**src/rtl/vga_snake_controller.sv**
```systemverilog
// vga_snake_controller: 640x480@60 VGA timing, pixel addressing
// and a single green snake head on a 32x24 board of 20px cells.
module vga_snake_controller #(
  parameter int MOVE_FRAMES = 8,
  parameter int CELL_PIX    = 20,
  parameter int H_VIS       = 640,
  parameter int H_FP        = 16,
  parameter int H_SYNC      = 96,
  parameter int H_BP        = 48,
  parameter int V_VIS       = 480,
  parameter int V_FP        = 10,
  parameter int V_SYNC      = 2,
  parameter int V_BP        = 33
) (
  input  logic        iVGA_CLK,
  input  logic        iRST_n,
  input  logic        up,
  input  logic        down,
  input  logic        left,
  input  logic        right,
  output logic        oBLANK_n,
  output logic        oHS,
  output logic        oVS,
  output logic [7:0]  r_data,
  output logic [7:0]  g_data,
  output logic [7:0]  b_data,
  output logic [18:0] ADDR,
  output logic [31:0] addressRow,
  output logic [31:0] addressCol,
  output logic [31:0] boardPosition
);

  localparam logic [9:0] HV  = 10'(H_VIS);
  localparam logic [9:0] HS0 = 10'(H_VIS + H_FP);
  localparam logic [9:0] HS1 = 10'(H_VIS + H_FP + H_SYNC);
  localparam logic [9:0] HE  = 10'(H_VIS + H_FP + H_SYNC + H_BP - 1);
  localparam logic [9:0] VV  = 10'(V_VIS);
  localparam logic [9:0] VS0 = 10'(V_VIS + V_FP);
  localparam logic [9:0] VS1 = 10'(V_VIS + V_FP + V_SYNC);
  localparam logic [9:0] VE  = 10'(V_VIS + V_FP + V_SYNC + V_BP - 1);
  localparam logic [9:0] CP  = 10'(CELL_PIX);
  localparam logic [7:0] MF_LAST = 8'(MOVE_FRAMES - 1);

  typedef enum logic [1:0] {
    D_UP    = 2'd0,
    D_DOWN  = 2'd1,
    D_LEFT  = 2'd2,
    D_RIGHT = 2'd3
  } dir_t;

  logic [9:0] h_cnt, v_cnt;
  logic [7:0] frame_cnt;
  logic [4:0] head_col, head_row;
  dir_t       dir_q, dir_d, req;
  logic       frame_end, step;

  logic       vis;
  logic [9:0] row_pix, col_pix;
  logic [4:0] cell_row, cell_col;
  logic [9:0] board;

  assign frame_end = (h_cnt == HE) && (v_cnt == VE);
  assign step      = frame_end && (frame_cnt == MF_LAST);

  // Raster scan: column counter rolls into the line counter.
  always_ff @(posedge iVGA_CLK or negedge iRST_n) begin
    if (!iRST_n) begin
      h_cnt <= '0;
      v_cnt <= '0;
    end else if (h_cnt == HE) begin
      h_cnt <= '0;
      v_cnt <= (v_cnt == VE) ? 10'd0 : v_cnt + 10'd1;
    end else begin
      h_cnt <= h_cnt + 10'd1;
    end
  end

  // Frame pacing: one head step every MOVE_FRAMES frames.
  always_ff @(posedge iVGA_CLK or negedge iRST_n) begin
    if (!iRST_n) frame_cnt <= '0;
    else if (step) frame_cnt <= '0;
    else if (frame_end) frame_cnt <= frame_cnt + 8'd1;
  end

  // Direction state register.
  always_ff @(posedge iVGA_CLK or negedge iRST_n) begin
    if (!iRST_n) dir_q <= D_RIGHT;
    else dir_q <= dir_d;
  end

  // Next direction: highest-priority button, reversals dropped.
  always_comb begin
    req = dir_q;
    if (up) req = D_UP;
    else if (down) req = D_DOWN;
    else if (left) req = D_LEFT;
    else if (right) req = D_RIGHT;
    dir_d = dir_q;
    if ((req ^ dir_q) != 2'b01) dir_d = req;
  end

  // Head moves one cell per step, wrapping at the board edges.
  always_ff @(posedge iVGA_CLK or negedge iRST_n) begin
    if (!iRST_n) begin
      head_col <= 5'd16;
      head_row <= 5'd12;
    end else if (step) begin
      unique case (dir_q)
        D_UP:    head_row <= (head_row == 5'd0) ? 5'd23 : head_row - 5'd1;
        D_DOWN:  head_row <= (head_row == 5'd23) ? 5'd0 : head_row + 5'd1;
        D_LEFT:  head_col <= head_col - 5'd1;
        D_RIGHT: head_col <= head_col + 5'd1;
      endcase
    end
  end

  // Pixel outputs decoded straight from the registered counters.
  always_comb begin
    vis           = (h_cnt < HV) && (v_cnt < VV);
    col_pix       = vis ? h_cnt : 10'd0;
    row_pix       = vis ? v_cnt : 10'd0;
    cell_col      = 5'(col_pix / CP);
    cell_row      = 5'(row_pix / CP);
    board         = {cell_row, cell_col};
    oBLANK_n      = vis;
    oHS           = !((h_cnt >= HS0) && (h_cnt < HS1));
    oVS           = !((v_cnt >= VS0) && (v_cnt < VS1));
    ADDR          = 19'(row_pix) * 19'(H_VIS) + 19'(col_pix);
    addressRow    = 32'(row_pix);
    addressCol    = 32'(col_pix);
    boardPosition = 32'(board);
    r_data        = 8'h00;
    b_data        = 8'h00;
    g_data        = (vis && (board == {head_row, head_col})) ? 8'hFF : 8'h00;
  end

endmodule

```
**config.mk**
```make
export PLATFORM = sky130hd
export DESIGN_NAME = vga_snake_controller
export DESIGN_NICKNAME = d
export VERILOG_FILES = /design/src/rtl/vga_snake_controller.sv
export SDC_FILE = /design/constraint.sdc
export NUM_CORES = 1
export LEC_CHECK = 0
export BUFFER_PORTS_ARGS = -buffer_cell sky130_fd_sc_hd__buf_4
export CORE_ASPECT_RATIO = 1.4
export CORE_MARGIN = 10
export CORE_UTILIZATION = 53
export DETAILED_ROUTE_END_ITERATION = 12
export MAX_ROUTING_LAYER = met4
export PLACE_DENSITY_LB_ADDON = 0.3
export SLEW_MARGIN = 20
export SYNTH_ARGS = -nofsm -noshare
export SYNTH_HDL_FRONTEND = slang
export SYNTH_SLANG_ARGS = --single-unit
```
**constraint.sdc**
```tcl
create_clock -name iVGA_CLK -period 6.8 [get_ports iVGA_CLK]
set_clock_uncertainty 0.15 [all_clocks]
set_input_delay 1.36 -clock iVGA_CLK [delete_from_list [all_inputs] [get_ports iVGA_CLK]]
set_output_delay 1.36 -clock iVGA_CLK [all_outputs]
set_load 0.02 [all_outputs]
```
==> reports/metrics.cfg <==
[clock_tree]
cts_root_buffer = clkbuf_16
clock-sinks = 40
ctsHoldBuffers = 0
htree_levels = 2
cts.clk_slew.worst_paths_ns = 0.06
ctsResizeCount = 0
cts_buffers = 5
post_cts_buffers = 0
worstSkewPairLatency_ns = 0.29
clock_path_buffers = 2
cts_tree = yes

[synthesis]
yosys.cell_types.count = 73
ys.flop_type = dfrtp_1
syn_area_um2 = 4850
synth_xor_area_share_pct = 9.02
yosys.area_share.simple_pct = 21.0
async_reset_ff_share_pct = 100
syn_avg_cell_area_um2 = 7.80
synth-seq-cells = 40
synth_top_family_by_area = simple AND/OR/NAND/NOR gates
synth-compound-area-share_pct = 17.5
netlist_instances = 622
synth-edff-count = 0
ys_warn_count = 0
yosys.area_share.adder_pct = 8.92
yosysSeqAreaShare_pct = 20.7
synth.area.mux_share_pct = 1.96

[setup_path]
cp.depth = 15
reg2reg_slack_ns = 3.62
crit_path_max_incr_delay_ns = 0.70
critPathKind = reg -> out
critical_path.max_fanout = 20
r2r_start = h_cnt[4]
crit_top_cell = inv_1
r2r-end = head_row[4]
startpoint = v_cnt[7]
required_ns = 5.29
crit_path_start_kind = flip-flop
r2r_cells = 7
endpoint_kind = primary output
cpMaxStageDelayCell = dfrtp_1
endpoint = ADDR[18]
critical_path_buf_inv_count = 4
crit_family = simple AND/OR/NAND/NOR gates
cp_data_arrival_time_ns = 4.59
crit_chain = nand4_1 > nand3_2 > inv_1 > nand2_1 > inv_1 > ha_1 > ha_1 > inv_1 > fa_1 > nor3b_1 > nand3b_1 > a2111oi_0 > nand3_1 > xor2_1 > buf_4

[drt]
vias = 4253
post_drt_wl_per_cell_um = 16.3
first_pass_iters = 5
drt-vias-per-instance = 5.63
postRouteAntennaNets = 0
drt_iter0_drc = 397
wirelength_um = 12300
drc = 0

[floorplan]
die_y_um = 133
row_count = 41
ios = 148
die_w_um = 101
initial_core_util_pct = 54.1
dieArea_um2 = 13400
coreArea_um2 = 8980

[layout]
drive_gt1_share_pct = 14.7
n_antenna_cell = 0
final_area_um2 = 5050
fin_cells = 755
finalNetCount = 686
syn2layout_area_growth_pct = 4.12

[grt]
antenna_found_initial = 0
gr-total-overflow = 0
grt_max_degree = 41
gr-usage-all-layers_pct = 17.8
first_global_vias = 4188
grt_pass1_wl_um = 19700

[timing]
tns_ns = 0
hold_viol_final = 0
rsz0062_at_grt = no
relSlewSlack_pct = 52.5
fin_ws_ns = 0.701
setup_violations = 0
period_needed_ns = 6.10
timing.final.crit_share_pct = 89.7
max_freq_ghz = 0.164
drv_slew = 0
worstMarginPinSlew_ns = 0.694

[power]
p_total_uw = 532
p_leak_nw = 2.47
p_per_area_nw_per_um2 = 105
ir_worst_vdd_mv = 0.109

[job]
drv.max_cap_violation_count = 0

[place]
place_area_um2 = 4920
dp_slack_ns = 0.984
hpwlAfterDp_um = 9700
gp_congestion = 0.940
io_buffers = 64
dp_cells = 748

[worst_hold_path]
hold_class = reg -> reg

[outcome]
status = finished clean

worst reg2reg max path, cell delays in order, from the launching register on:
cell and delay [ns]:
dfrtp_1 0.75, and4_1 0.43, and4_1 0.59, nand3_1 0.18, or3_1 0.46, nor4b_1 0.33, a211oi_1 0.09, o21ai_1 0.14
sequential cells by signal (all words and copies together) (netlist names):
register and count:
h_cnt 10, head_row 5, dir_q 2, v_cnt 10
frame_cnt 8, head_col 5
logic make-up (layout without fill, tap and decap cells):
logic type               count (synthesis)  after routing
flip-flops                              40             40
AO/OA/AOI/OAI                          124            124
other                                    1             84
AND/OR/NAND/NOR                        202            202
XOR/XNOR                                50             50
adder cells (fa/ha/maj)                 33             33
multiplexers                             9              9
buffers and inverters                  163            106
cells in the final DEF, fill, tap and decap left out, types with 11 or more instances in the layout:
cell	instances
nor2_1	54
xor2_1	22
nand3_1	26
inv_1	29
xnor2_1	28
a21oi_1	28
dfrtp_1	35
buf_4	68
ha_1	29
o21ai_0	30
nand2_1	41
conb_1	84
nor3_1	11
cells in the mapped netlist, types with 10 or more instances:
cell type	count	area (um^2)
buf_4	98	736
nor2_1	54	203
nand2_1	41	154
dfrtp_1	35	876
o21ai_0	30	150
ha_1	29	363
inv_1	29	109
a21oi_1	28	140
xnor2_1	28	245
nand3_1	26	130
xor2_1	22	193
clkbuf_1	18	67.6
buf_2	12	60.1
nor3_1	11	55.1
and3_1	10	62.6
nand2b_1	10	62.6
nor2b_1	10	62.6
report_power, final:
group / switching, mW / internal [mW]
registers: 0.00277 / 0.240
logic: 0.0540 / 0.00721
clock network: 0.0954 / 0.133
total: 0.152 / 0.380
metrics by stage:
step | util [%] | hold WS [ns]
after floorplan | - | 0.293
after global placement | 54.8 | 0.324
after detailed placement | 54.8 | 0.320
after CTS | 56.3 | 0.330
after global routing | 56.3 | 0.331
final | 56.3 | 0.324
worst min path at each step:
stage / startpoint / endpoint / slack [ns] / cells after the start
after floorplan: frame_cnt[7] / frame_cnt[7] / 0.29 / 1
after global placement: frame_cnt[7] / frame_cnt[7] / 0.32 / 1
after detailed placement: frame_cnt[7] / frame_cnt[7] / 0.32 / 1
after CTS: frame_cnt[7] / frame_cnt[7] / 0.33 / 1
after global routing: frame_cnt[7] / frame_cnt[7] / 0.33 / 1
final: frame_cnt[7] / frame_cnt[7] / 0.32 / 1
area by class of cell:
cell class              instances  area, um^2
multi-input cells             502        3150
flip-flops and latches         40        1010
clock inverters                 2        12.5
well taps                     107         134
fillers                       838        3920
inverters                      31         116
repair buffers                 68         510
clock buffers                   5         125
layer usage:
layer | vias up | part of all wire (%) | track usage [%]
li1 | 2027 | - | -
met1 | 2027 | 40 | 20.9
met2 | 177 | 50 | 29.4
met3 | 22 | 7.9 | 3.42
met4 | 0 | 1.8 | 6.54
met5 | - | 0 | -
Power figures use the tool's default switching activity.
